[config.mk]
export PLATFORM = sky130hd
export DESIGN_NAME = rd_pntrs_and_empty
export DESIGN_NICKNAME = d
export VERILOG_FILES = /design/src/rtl/rd_pntrs_and_empty.sv
export SDC_FILE = /design/constraint.sdc
export NUM_CORES = 1
export LEC_CHECK = 0
export ABC_CLOCK_PERIOD_IN_PS = 4100
export BUFFER_PORTS_ARGS = -buffer_cell sky130_fd_sc_hd__buf_2
export CAP_MARGIN = 10
export CORE_UTILIZATION = 45
export CTS_CLUSTER_DIAMETER = 60
export CTS_CLUSTER_SIZE = 12
export DETAILED_ROUTE_END_ITERATION = 8
export GPL_ROUTABILITY_DRIVEN = 0
export PLACE_DENSITY = 0.68
export SYNTH_ARGS = -nofsm -noshare
export SYNTH_HDL_FRONTEND = slang
export SYNTH_SLANG_ARGS = --single-unit
[constraint.sdc]
create_clock -name rd_clk_i -period 4.1 [get_ports rd_clk_i]
set_clock_uncertainty 0.2 [all_clocks]
set_input_delay 0.41 -clock rd_clk_i [delete_from_list [all_inputs] [get_ports rd_clk_i]]
set_output_delay 0.41 -clock rd_clk_i [all_outputs]
set_load 0.02 [all_outputs]
[src/rtl/rd_pntrs_and_empty.sv]
// Read-side pointer and status stage of the dual-clock FIFO: write-pointer synchroniser,
// binary/Gray read pointers, empty flag and used-words count. `RD_ALMOST_EMPTY_EN adds rd_almost_empty_o.
module rd_pntrs_and_empty #(
  parameter int AWIDTH      = 4,
  parameter int SYNC_STAGES = 2,
  parameter int AE_LEVEL    = 2
) (
  input  logic              rd_clk_i,
  input  logic              aclr_i,
  input  logic              rd_req_i,
  input  logic [AWIDTH:0]   wr_pntr_gray,
  output logic [AWIDTH-1:0] rd_pntr,
  output logic [AWIDTH:0]   rd_pntr_gray_wr,
  output logic              rd_empty_o,
  output logic [AWIDTH:0]   rd_usedw_o
`ifdef RD_ALMOST_EMPTY_EN
  ,
  output logic              rd_almost_empty_o
`endif
);

  localparam int PW = AWIDTH + 1;
  typedef logic [PW-1:0] ptr_t;

  // Bit i of the binary value is the XOR of all Gray bits from the MSB down to i.
  function automatic ptr_t gray2bin(input ptr_t g);
    ptr_t b;
    for (int i = 0; i < PW; i++) b[i] = ^(g >> i);
    return b;
  endfunction

  logic [SYNC_STAGES-1:0][PW-1:0] sync_q;
  ptr_t wr_gray_s;
  ptr_t wr_bin_s;
  ptr_t rd_pntr_bin;
  ptr_t rd_pntr_bin_next;
  ptr_t rd_pntr_gray_next;
  ptr_t usedw_next;
  logic rd_accept;

  // Plain flop chain: any logic between stages would defeat metastability settling.
  // NOTE: sequential state uses non-blocking assignments so every flop samples pre-edge values.
  always_ff @(posedge rd_clk_i or negedge aclr_i) begin
    if (!aclr_i) sync_q <= '0;
    else         sync_q <= {sync_q[SYNC_STAGES-2:0], wr_pntr_gray};
  end

  assign wr_gray_s = sync_q[SYNC_STAGES-1];
  assign wr_bin_s  = gray2bin(wr_gray_s);

  assign rd_accept         = rd_req_i & ~rd_empty_o;
  assign rd_pntr_bin_next  = rd_pntr_bin + ptr_t'(rd_accept);
  assign rd_pntr_gray_next = rd_pntr_bin_next ^ (rd_pntr_bin_next >> 1);
  assign usedw_next        = wr_bin_s - rd_pntr_bin_next;

  // Status looks at the post-read pointer so draining the last word flags empty on that same edge.
  always_ff @(posedge rd_clk_i or negedge aclr_i) begin
    if (!aclr_i) begin
      rd_pntr_bin     <= '0;
      rd_pntr_gray_wr <= '0;
      rd_empty_o      <= 1'b1;
      rd_usedw_o      <= '0;
    end else begin
      rd_pntr_bin     <= rd_pntr_bin_next;
      rd_pntr_gray_wr <= rd_pntr_gray_next;
      rd_empty_o      <= (rd_pntr_gray_next == wr_gray_s);
      rd_usedw_o      <= usedw_next;
    end
  end

  assign rd_pntr = rd_pntr_bin[AWIDTH-1:0];

`ifdef RD_ALMOST_EMPTY_EN
  localparam ptr_t AE_THRESH = ptr_t'(AE_LEVEL);

  always_ff @(posedge rd_clk_i or negedge aclr_i) begin
    if (!aclr_i) rd_almost_empty_o <= 1'b1;
    else         rd_almost_empty_o <= (usedw_next <= AE_THRESH);
  end
`endif

endmodule

==> metrics.log, run 1 <==
[metrics] status: complete, no violations
[metrics] measured slew at the worst slew-check pin: 511 ps
[metrics] CTS tree: yes
[metrics] switching part of the total power: 41.9%
[metrics] Die X: 51.2 um
[metrics] net load switching power: 464 uW
[metrics] maximum cell stage delay along the critical path: 440 ps
[metrics] worst setup slack for register-to-register paths: 1290 ps
[metrics] kind of start point of the critical path: flop
[metrics] buffers added on ports: 22
[metrics] CP cell instances: xnor2_2, xnor2_2, xor2_1, xnor2_1, ha_1, inv_1, fa_1, a21oi_1, maj3_1, xnor2_1
[metrics] register bit total from synthesis: 25
[metrics] cell at the slowest stage of the critical path: dfrtp_1
[metrics] layout overhead on the synthesized area: 20.2%
[metrics] fraction of power consumed by sequential logic: 35.3%
[metrics] Pwr per Cell Area: 845 nW/um^2
[metrics] reg-to-reg critical path startpoint: wr_gray_s[3]
[metrics] async set-reset flop share out of synthesis: 100%
[metrics] dominant delay contributor by cell family on the critical path: XOR/XNOR gates
[metrics] clock buffers created by TritonCTS: 3
[metrics] number of routed nets with antenna violations: 0
[metrics] overall routing resource usage: 14.5%
[metrics] maxcap violations: 0
[metrics] worst ir drop on vdd: 0.448 mV
[metrics] FF-to-FF End: rd_usedw_o[4]
[metrics] final max-slew violation count: 0
[metrics] Reg area: 627 sq um
[metrics] last element of the critical path: rd_usedw_o[4]
[metrics] maximum number of pins on one net before global-route repair: 26
[metrics] number of clock sinks: 25
[metrics] internal power: 643 uW
[metrics] launch point of the worst path: wr_gray_s[3]
[metrics] number of instances in the synthesized netlist: 77
[metrics] leakage component of the power: 0.637 nW
[metrics] hold violation total from the final report: 0
[metrics] final setup violation count: 0
[metrics] yosys synthesis warning count: 0
[metrics] sequential share of the synthesized area: 57.5%
[metrics] part of the power in the clock network: 9.3%
[metrics] number of inserted diodes: 0
[metrics] # Post-CTS Setup Buffers: 0
[metrics] count of flip-flops with a built-in enable after synthesis: 0
[metrics] count of boundary I/O pins: 23
[metrics] count of cell types in the netlist: 23
[metrics] CTS clk-pin slew, worst paths: 120 ps
[metrics] Synth Area per Inst: 14.2 sq um
[metrics] PnR Total Power: 1.11 mW
[metrics] Setup Total Neg Slack: 0 ps
[metrics] data arrival time at the worst-slack endpoint: 2860 ps
[metrics] Die Footprint: 2620 sq um
[metrics] Stages on worst setup path: 10
[metrics] net count after synthesis: 91
[metrics] Final HPWL DP: 1.19 mm
[metrics] Min-Delay Path Class: reg -> reg
[metrics] most common cell after layout, fill and taps aside: dfrtp_1
[metrics] CP Data Required Time: 4140 ps
[metrics] Setup Crit Path Kind: reg -> reg
[metrics] worst slew margin relative to its limit: 66.0%
[metrics] total number of nets in the final design: 123
[metrics] RSZ-0062 raised after global routing: no
[metrics] routed length per placed instance: 11.5 um
[metrics] Hold Worst Slack: 163 ps
[metrics] number of antenna violations at the first check in global routing: 0
[metrics] overall die height: 51.2 um
[metrics] combined area of the multi-input logic cells: 433 sq um
[metrics] standard cell core area: 2250 sq um
[metrics] kind of end point of the critical path: flop
[metrics] via count: 650
[metrics] number of cell rows: 17
[metrics] Netlist Area Pre-Place: 1090 sq um
[metrics] buffer cell driving the clock tree root: clkbuf_4
[metrics] DRC marker count from the first detailed-route iteration: 7
[metrics] WL final: 1.56 mm
[metrics] Initial Utilization: 48.3%
[metrics] final design area excluding fillers: 1310 sq um
[metrics] Buf+Inv Stages, Crit Path: 1
[metrics] GR Overflow Total: 0
[metrics] number of buffers between clock root and the deepest sink: 2
[metrics] later-pin clock latency in the skew report: 310 ps
[metrics] highest fanout seen on the critical path: 3
[metrics] cell area reported after detailed placement: 1220 sq um
[metrics] share of power burned in combinational logic: 55.4%
[metrics] number of H-tree levels: 1
[metrics] number of iterations in the first detailed-routing pass: 4
[metrics] top achievable clock speed: 355 MHz
[metrics] number of DRC violations after detailed routing: 0
[metrics] minimum clock period: 2810 ps
[metrics] Fill cells: 200
[metrics] share of layout cells above drive strength 1: 28.7%
[metrics] main flop type after synthesis: dfrtp_1
[metrics] fraction of the cycle the final worst path needs: 68.6%
[metrics] commonest non-fill, non-tap cells in the layout: dfrtp_1, buf_2, xor2_1
[metrics] wire length of the first global-routing pass: 2.62 mm
[metrics] number of global-route vias before repair: 585
[metrics] number of cell instances on the worst register-to-register path: 10
[metrics] number of instances resized during post-cts repair: 0
[metrics] Via density: 4.78
## routing by layer
metal	wire (um)	track usage [%]
met2	749	23.9
met5	0	0
met4	46	9.46
met3	64	2.98
met1	699	17.0
## flip-flops by register name, indices dropped and copies added, names as in the netlist
signal           cells
sync_q               5
rd_usedw_o           5
wr_gray_s            5
rd_pntr_gray_wr      4
rd_pntr_bin          5
rd_empty_o           1
## kinds of logic (layout without fill, tap and decap cells)
group / after synthesis / count (layout) / synth area share (%)
multiplexers: 1 / 1 / 0.919
adder cells (fa/ha/maj): 7 / 7 / 8.50
AND/OR/NAND/NOR: 9 / 9 / 4.71
flip-flops: 25 / 25 / 57.5
XOR/XNOR: 23 / 23 / 21.2
AO/OA/AOI/OAI: 6 / 6 / 4.36
buffers and inverters: 6 / 37 / 2.76
## cell usage after synthesis, drive strengths merged (2+ instances only)
cell type / instances / area share (%)
ha: 5 / 5.7
a21oi: 2 / 0.92
inv: 5 / 1.7
nand2: 3 / 1.0
xnor2: 12 / 12
xor2: 11 / 9.5
nand3: 2 / 0.92
dfrtp: 24 / 55
## what timing repair did
action                                  4_1_cts  5_1_grt
endpoints found under the setup margin        0        0
hold buffers                                  6        0
endpoints found under the hold margin        29        0
## per-stage QoR
step | instances | util, % | setup slack, ps
3_5_place_dp | 126 | 54.3 | 1230
5_1_grt | 136 | 58.1 | 1090
2_1_floorplan | 77 | - | 1500
4_1_cts | 136 | 58.1 | 1260
3_3_place_gp | 126 | 54.3 | 1300
6_report | 136 | 58.1 | 1290
## how the worst min path moves through the flow
stage | slack, ps | startpoint | cells after the start | end
CTS | 170 | sync_q[0] | 0 | wr_gray_s[0]
floorplan | -90 | aclr_i | 0 | rd_pntr_bin[0]
global route | 170 | sync_q[1] | 0 | wr_gray_s[1]
detailed placement | 140 | sync_q[0] | 0 | wr_gray_s[0]
finish | 160 | sync_q[0] | 0 | wr_gray_s[0]
global placement | 130 | sync_q[4] | 0 | wr_gray_s[4]
## final cells by class
class	count	share of cell area, %
inverters	5	1.43
multi-input cells	46	33.0
well taps	28	2.67
flip-flops and latches	25	47.9
clock buffers	4	2.01
repair buffers	28	13.0
## power by group through the flow
stage          clock network, mW  registers [mW]  logic (mW)
2_1_floorplan                  0           0.484       0.382
3_3_place_gp                   0           0.396       0.599
3_5_place_dp                   0           0.398       0.614
4_1_cts                    0.109           0.392       0.624
5_1_grt                    0.123           0.401       0.674
6_report                   0.103           0.391       0.613
Power figures use the tool's default switching activity.
==> run 2, diff against run 1 <==
ABC_CLOCK_PERIOD_IN_PS = 2570   (was 4100)
PLACE_DENSITY = 0.7   (was 0.68)
clock period = 2.57 ns   (was 4.1 ns; I/O delays follow)
==> run 2 against run 1 <==
Critical path depth stayed put. Sequential share of layout area down 2.6 points. Non-clock buffer count is 5 higher. Die area stayed put. Utilization up 3.4 points. Final area is 5.8% higher. Critical path type unchanged.
==> metrics.log, run 2 (synthesized netlist as in run 1, its figures left out) <==
[metrics] status: complete, no violations
[metrics] Placed Cells: 130 (+3.2%)
[metrics] number of clock sinks: 25 (unchanged)
[metrics] number of inserted diodes: 0 (unchanged)
[metrics] Initial Utilization: 48.3% (unchanged)
[metrics] Final HPWL DP: 1.17 mm (-1.1%)
[metrics] overall die height: 51.2 um (unchanged)
[metrics] DRC marker count from the first detailed-route iteration: 6 (-1)
[metrics] later-pin clock latency in the skew report: 310 ps (about the same)
[metrics] most common cell after layout, fill and taps aside: dfrtp_1
[metrics] share of layout cells above drive strength 1: 36.3% (+7.6 points)
[metrics] layout overhead on the synthesized area: 27.2%
[metrics] Setup Total Neg Slack: 0 ps (unchanged)
[metrics] Setup Crit Path Kind: reg -> reg
[metrics] kind of end point of the critical path: flop
[metrics] CP cell instances: xnor2_2, xnor2_2, xor2_2, xnor2_1, ha_1, inv_1, fa_2, a21oi_2, maj3_1, xnor2_1
[metrics] number of global-route vias before repair: 622 (+6.3%)
[metrics] kind of start point of the critical path: flop
[metrics] cell at the slowest stage of the critical path: dfrtp_1
[metrics] buffer cell driving the clock tree root: clkbuf_4
[metrics] total number of nets in the final design: 128 (+4.1%)
[metrics] PnR Total Power: 1.86 mW (+68%)
[metrics] dominant delay contributor by cell family on the critical path: XOR/XNOR gates
[metrics] WL final: 1.61 mm (+3.1%)
[metrics] Via density: 4.60 (-3.7%)
[metrics] final setup violation count: 0 (unchanged)
[metrics] routed length per placed instance: 11.4 um (-0.51%)
[metrics] standard cell core area: 2250 sq um (unchanged)
[metrics] final max-slew violation count: 0 (unchanged)
[metrics] minimum clock period: 2470 ps (-343 ps)
[metrics] number of buffers between clock root and the deepest sink: 2 (unchanged)
[metrics] CTS tree: yes
[metrics] leakage component of the power: 0.662 nW (+3.9%)
[metrics] via count: 649 (-0.15%)
[metrics] buffers added on ports: 22 (unchanged)
[metrics] clock buffers created by TritonCTS: 3 (unchanged)
[metrics] Die Footprint: 2620 sq um (unchanged)
[metrics] worst ir drop on vdd: 0.805 mV (+80%)
[metrics] number of antenna violations at the first check in global routing: 0 (unchanged)
[metrics] hold violation total from the final report: 0 (unchanged)
[metrics] CP Data Required Time: 2580 ps (-1560 ps)
[metrics] Min-Delay Path Class: reg -> reg
[metrics] Pwr per Cell Area: 1340 nW/um^2 (+59%)
[metrics] Die X: 51.2 um (unchanged)
[metrics] measured slew at the worst slew-check pin: 535 ps (+24.1 ps)
[metrics] wire length of the first global-routing pass: 2.68 mm (+2.4%)
[metrics] maximum number of pins on one net before global-route repair: 26 (unchanged)
[metrics] commonest non-fill, non-tap cells in the layout: dfrtp_1, buf_2, xnor2_1, xor2_1, dlygate4sd3_1
[metrics] maximum cell stage delay along the critical path: 440 ps (about the same)
[metrics] Fill cells: 198 (-1.0%)
[metrics] maxcap violations: 0 (unchanged)
[metrics] fraction of the cycle the final worst path needs: 96.2% (+28 points)
[metrics] overall routing resource usage: 14.6% (+0.16 points)
[metrics] number of routed nets with antenna violations: 0 (unchanged)
[metrics] GR Overflow Total: 0 (unchanged)
[metrics] number of DRC violations after detailed routing: 0 (unchanged)
[metrics] CTS clk-pin slew, worst paths: 130 ps (about the same)
[metrics] number of H-tree levels: 1 (unchanged)
[metrics] RSZ-0062 raised after global routing: no
[metrics] number of cell rows: 17 (unchanged)
[metrics] highest fanout seen on the critical path: 2 (-1)
[metrics] data arrival time at the worst-slack endpoint: 2480 ps (-380 ps)
[metrics] worst slew margin relative to its limit: 64.4% (-1.6 points)
[metrics] number of iterations in the first detailed-routing pass: 4 (unchanged)
[metrics] count of boundary I/O pins: 23 (unchanged)
[metrics] top achievable clock speed: 405 MHz (+14%)
[metrics] Buf+Inv Stages, Crit Path: 1 (unchanged)
[metrics] final std cells w/o fill: 141 (+3.7%)
==> run 2: through the flow <==
step	worst slack [ps]	util, %	hold WS (ps)	area, sq um
6_report	98.7	61.5	163	1390
5_1_grt	3.67	61.5	175	1390
4_1_cts	4.12	60.8	166	1370
3_5_place_dp	9.71	56.6	76.3	1280
3_3_place_gp	106	56.6	66.6	1280
2_1_floorplan	13.7	-	-239	1110
==> run 2: power by group <==
group	internal, mW	switching [mW]	leakage (nW)
sequential	0.537	0.0936	0.291
combinational	0.505	0.556	0.356
clock	0.0607	0.109	0.0150
total	1.10	0.759	0.662
==> run 2: worst paths after layout <==
kind / startpoint / endpoint / slack (ps) / cells past startpoint
max in group asynchronous: aclr_i / rd_empty_o / 1570 / 2
max reg2reg: wr_gray_s[4] / rd_usedw_o[4] / 100 / 10
min in group asynchronous: aclr_i / rd_pntr_bin[3] / 240 / 2
min reg2reg: sync_q[4] / wr_gray_s[4] / 160 / 0
min: sync_q[4] / wr_gray_s[4] / 160 / 0
max: wr_gray_s[4] / rd_usedw_o[4] / 100 / 10
==> run 2: timing repair <==
action                                 in CTS  in global routing
hold buffers                                6                  0
setup endpoints to repair                   1                  1
setup buffers                               1                  0
resized for setup                           0                  3
endpoints found under the hold margin      29                  0
pin swaps                                   1                  3
==> run 2: cell type report <==
cell class,instances,area (sq um),area share (%)
flip-flops and latches,25,627,45.2
repair buffers,33,208,15.0
multi-input cells,46,472,34.0
clock buffers,4,26.3,1.90
inverters,5,18.8,1.35
well taps,28,35.0,2.53
==> run 2: routing by layer <==
| layer | track usage [%] | share of wire, % |
|---|---|---|
| met1 | 16.9 | 44 |
| met2 | 24.8 | 49 |
| met3 | 3.57 | 5.3 |
| met4 | 8.11 | 1.8 |
| met5 | 0 | 0 |
==> run 3, diff against run 2 <==
SETUP_SLACK_MARGIN = 0.1   (was default)
==> run 3 against run 2 <==
Flip-flop and latch count is the same. Utilization grew 1.1 points. Non-clock buffer count grew 3. Register-to-register slack hardly changed. Critical path depth unchanged. Combinational power is 6% higher. Via count grew 5.2%. Global-route usage grew 1.1 points. Highest routed layer unchanged.
==> metrics.log, run 3 (synthesized netlist as in run 1, its figures left out) <==
[metrics] status: complete, no violations
[metrics] Pwr per Cell Area: 1360 nW/um^2 (+1.4%)
[metrics] worst ir drop on vdd: 0.700 mV (-13%)
[metrics] kind of end point of the critical path: flop
[metrics] share of layout cells above drive strength 1: 39.7% (+3.4 points)
[metrics] number of iterations in the first detailed-routing pass: 2 (-2)
[metrics] leakage component of the power: 0.677 nW (+2.2%)
[metrics] Stages on worst setup path: 10 (unchanged)
[metrics] CTS tree: yes
[metrics] internal power: 1.12 mW (+1.6%)
[metrics] standard cell core area: 2250 sq um (unchanged)
[metrics] number of clock sinks: 25 (unchanged)
[metrics] data arrival time at the worst-slack endpoint: 2510 ps (+30 ps)
[metrics] GR Overflow Total: 0 (unchanged)
[metrics] number of H-tree levels: 1 (unchanged)
[metrics] total number of nets in the final design: 131 (+2.3%)
[metrics] count of boundary I/O pins: 23 (unchanged)
[metrics] overall die height: 51.2 um (unchanged)
[metrics] kind of start point of the critical path: flop
[metrics] Final HPWL DP: 1.21 mm (+3.5%)
[metrics] number of global-route vias before repair: 685 (+10%)
[metrics] cell at the slowest stage of the critical path: dfrtp_1
[metrics] RSZ-0062 raised after global routing: yes
[metrics] maxcap violations: 0 (unchanged)
[metrics] PnR Total Power: 1.92 mW (+3.1%)
[metrics] dominant delay contributor by cell family on the critical path: XOR/XNOR gates
[metrics] Initial Utilization: 48.3% (unchanged)
[metrics] number of routed nets with antenna violations: 0 (unchanged)
[metrics] number of cell instances on the worst register-to-register path: 10 (unchanged)
[metrics] number of cell rows: 17 (unchanged)
[metrics] fraction of power consumed by sequential logic: 33.0% (-0.9 points)
[metrics] final max-slew violation count: 0 (unchanged)
[metrics] CP Data Required Time: 2620 ps (+40 ps)
[metrics] Setup Crit Path Kind: reg -> reg
[metrics] measured slew at the worst slew-check pin: 542 ps (+6.98 ps)
[metrics] Die X: 51.2 um (unchanged)
[metrics] clock buffers created by TritonCTS: 3 (unchanged)
[metrics] worst slew margin relative to its limit: 63.9% (-0.47 points)
[metrics] final setup violation count: 0 (unchanged)
[metrics] top achievable clock speed: 406 MHz (+0.28%)
[metrics] maximum number of pins on one net before global-route repair: 26 (unchanged)
[metrics] routed length per placed instance: 12.1 um (+6.3%)
[metrics] fraction of the cycle the final worst path needs: 95.9% (-0.27 points)
[metrics] buffer cell driving the clock tree root: clkbuf_4
[metrics] hold violation total from the final report: 0 (unchanged)
[metrics] switching part of the total power: 41.6% (+0.89 points)
[metrics] CP cell instances: xnor2_2, xnor2_2, xor2_2, xnor2_1, ha_1, inv_1, fa_2, a21oi_2, maj3_2, xnor2_1
[metrics] commonest non-fill, non-tap cells in the layout: dfrtp_1, buf_2, xnor2_1, xor2_1, buf_4
[metrics] via count: 683 (+5.2%)
[metrics] Die Footprint: 2620 sq um (unchanged)
[metrics] number of buffers between clock root and the deepest sink: 2 (unchanged)
[metrics] share of power burned in combinational logic: 58.2% (+1.2 points)
[metrics] maximum cell stage delay along the critical path: 430 ps (about the same)
[metrics] Placed Cells: 130 (unchanged)
[metrics] wire length of the first global-routing pass: 2.94 mm (+9.8%)
[metrics] overall routing resource usage: 15.7% (+1.1 points)
[metrics] Via density: 4.74 (+3.0%)
[metrics] net load switching power: 800 uW (+5.4%)
[metrics] Setup Total Neg Slack: 0 ps (unchanged)
[metrics] Min-Delay Path Class: reg -> reg
[metrics] buffers added on ports: 22 (unchanged)
[metrics] Buf+Inv Stages, Crit Path: 1 (unchanged)
[metrics] WL final: 1.75 mm (+8.6%)
[metrics] later-pin clock latency in the skew report: 310 ps (about the same)
[metrics] number of inserted diodes: 0 (unchanged)
[metrics] minimum clock period: 2460 ps (-6.87 ps)
[metrics] DRC marker count from the first detailed-route iteration: 1 (-5)
[metrics] CTS clk-pin slew, worst paths: 130 ps (about the same)
[metrics] final std cells w/o fill: 144 (+2.1%)
[metrics] part of the power in the clock network: 8.8% (-0.3 points)
[metrics] cell area reported after detailed placement: 1280 sq um (+0.59%)
[metrics] number of antenna violations at the first check in global routing: 0 (unchanged)
[metrics] number of DRC violations after detailed routing: 0 (unchanged)
[metrics] final design area excluding fillers: 1410 sq um (+1.7%)
[metrics] most common cell after layout, fill and taps aside: dfrtp_1
[metrics] cell count of the worst hold path: 0 (unchanged)
[metrics] highest fanout seen on the critical path: 2 (unchanged)
[metrics] layout overhead on the synthesized area: 29.4%
[run 3: worst paths after layout]
kind                              start       endpoint  slack (ps)
hold / removal                sync_q[4]   wr_gray_s[4]         160
max in group asynchronous        aclr_i     rd_empty_o        1550
setup reg to reg           wr_gray_s[4]  rd_usedw_o[4]         110
min in group asynchronous        aclr_i  rd_usedw_o[2]         240
setup / recovery           wr_gray_s[4]  rd_usedw_o[4]         110
hold reg to reg               sync_q[4]   wr_gray_s[4]         160
[run 3: cell type report]
cell class / instances / area (sq um)
Tap cell: 28 / 35.0
Fill cell: 190 / 845
Sequential cell: 25 / 627
Clock buffer: 4 / 26.3
Multi-Input combinational cell: 46 / 473
Inverter: 5 / 18.8
Timing Repair Buffer: 36 / 230
[run 3: worst register-to-register path: stages (launching register included)]
cell and delay [ps]:
dfrtp_1 430, xnor2_2 170, xnor2_2 250, xor2_2 190
xnor2_1 140, ha_1 160, inv_1 70, fa_2 350
a21oi_2 130, maj3_2 200, xnor2_1 110
[run 3: stage by stage]
| step | setup WS, ps | util [%] | hold slack, ps |
|---|---|---|---|
| 6_report | 106 | 62.5 | 162 |
| 3_5_place_dp | 62.9 | 56.9 | 79.5 |
| 3_3_place_gp | 117 | 56.9 | 62.8 |
| 4_1_cts | 80.7 | 61.4 | 166 |
| 2_1_floorplan | 58.9 | - | -239 |
| 5_1_grt | -4.55 | 62.5 | 171 |
[run 3: metal layers]
layer,global-route usage [%],wire [um],vias up
met5,0,0,-
met4,4.05,19,0
met3,2.68,62,2
met2,29.2,948,19
met1,18.7,714,339
li1,-,-,323
[run 3: repair_timing]
item                                    CTS  global route
endpoints found under the setup margin    1             2
resized for setup                         0             1
cloned                                    0             0
hold buffers                              6             0
endpoints found under the hold margin    29             0
buffers inserted                          2             2
pin swaps                                 3             5
[run 3: power by group through the flow]
stage          clock network (mW)  logic (mW)  registers [mW]
2_1_floorplan                   0       0.664           0.773
3_3_place_gp                    0        1.05           0.630
3_5_place_dp                    0        1.08           0.639
4_1_cts                     0.181        1.11           0.631
5_1_grt                     0.196        1.24           0.647
6_report                    0.170        1.12           0.633
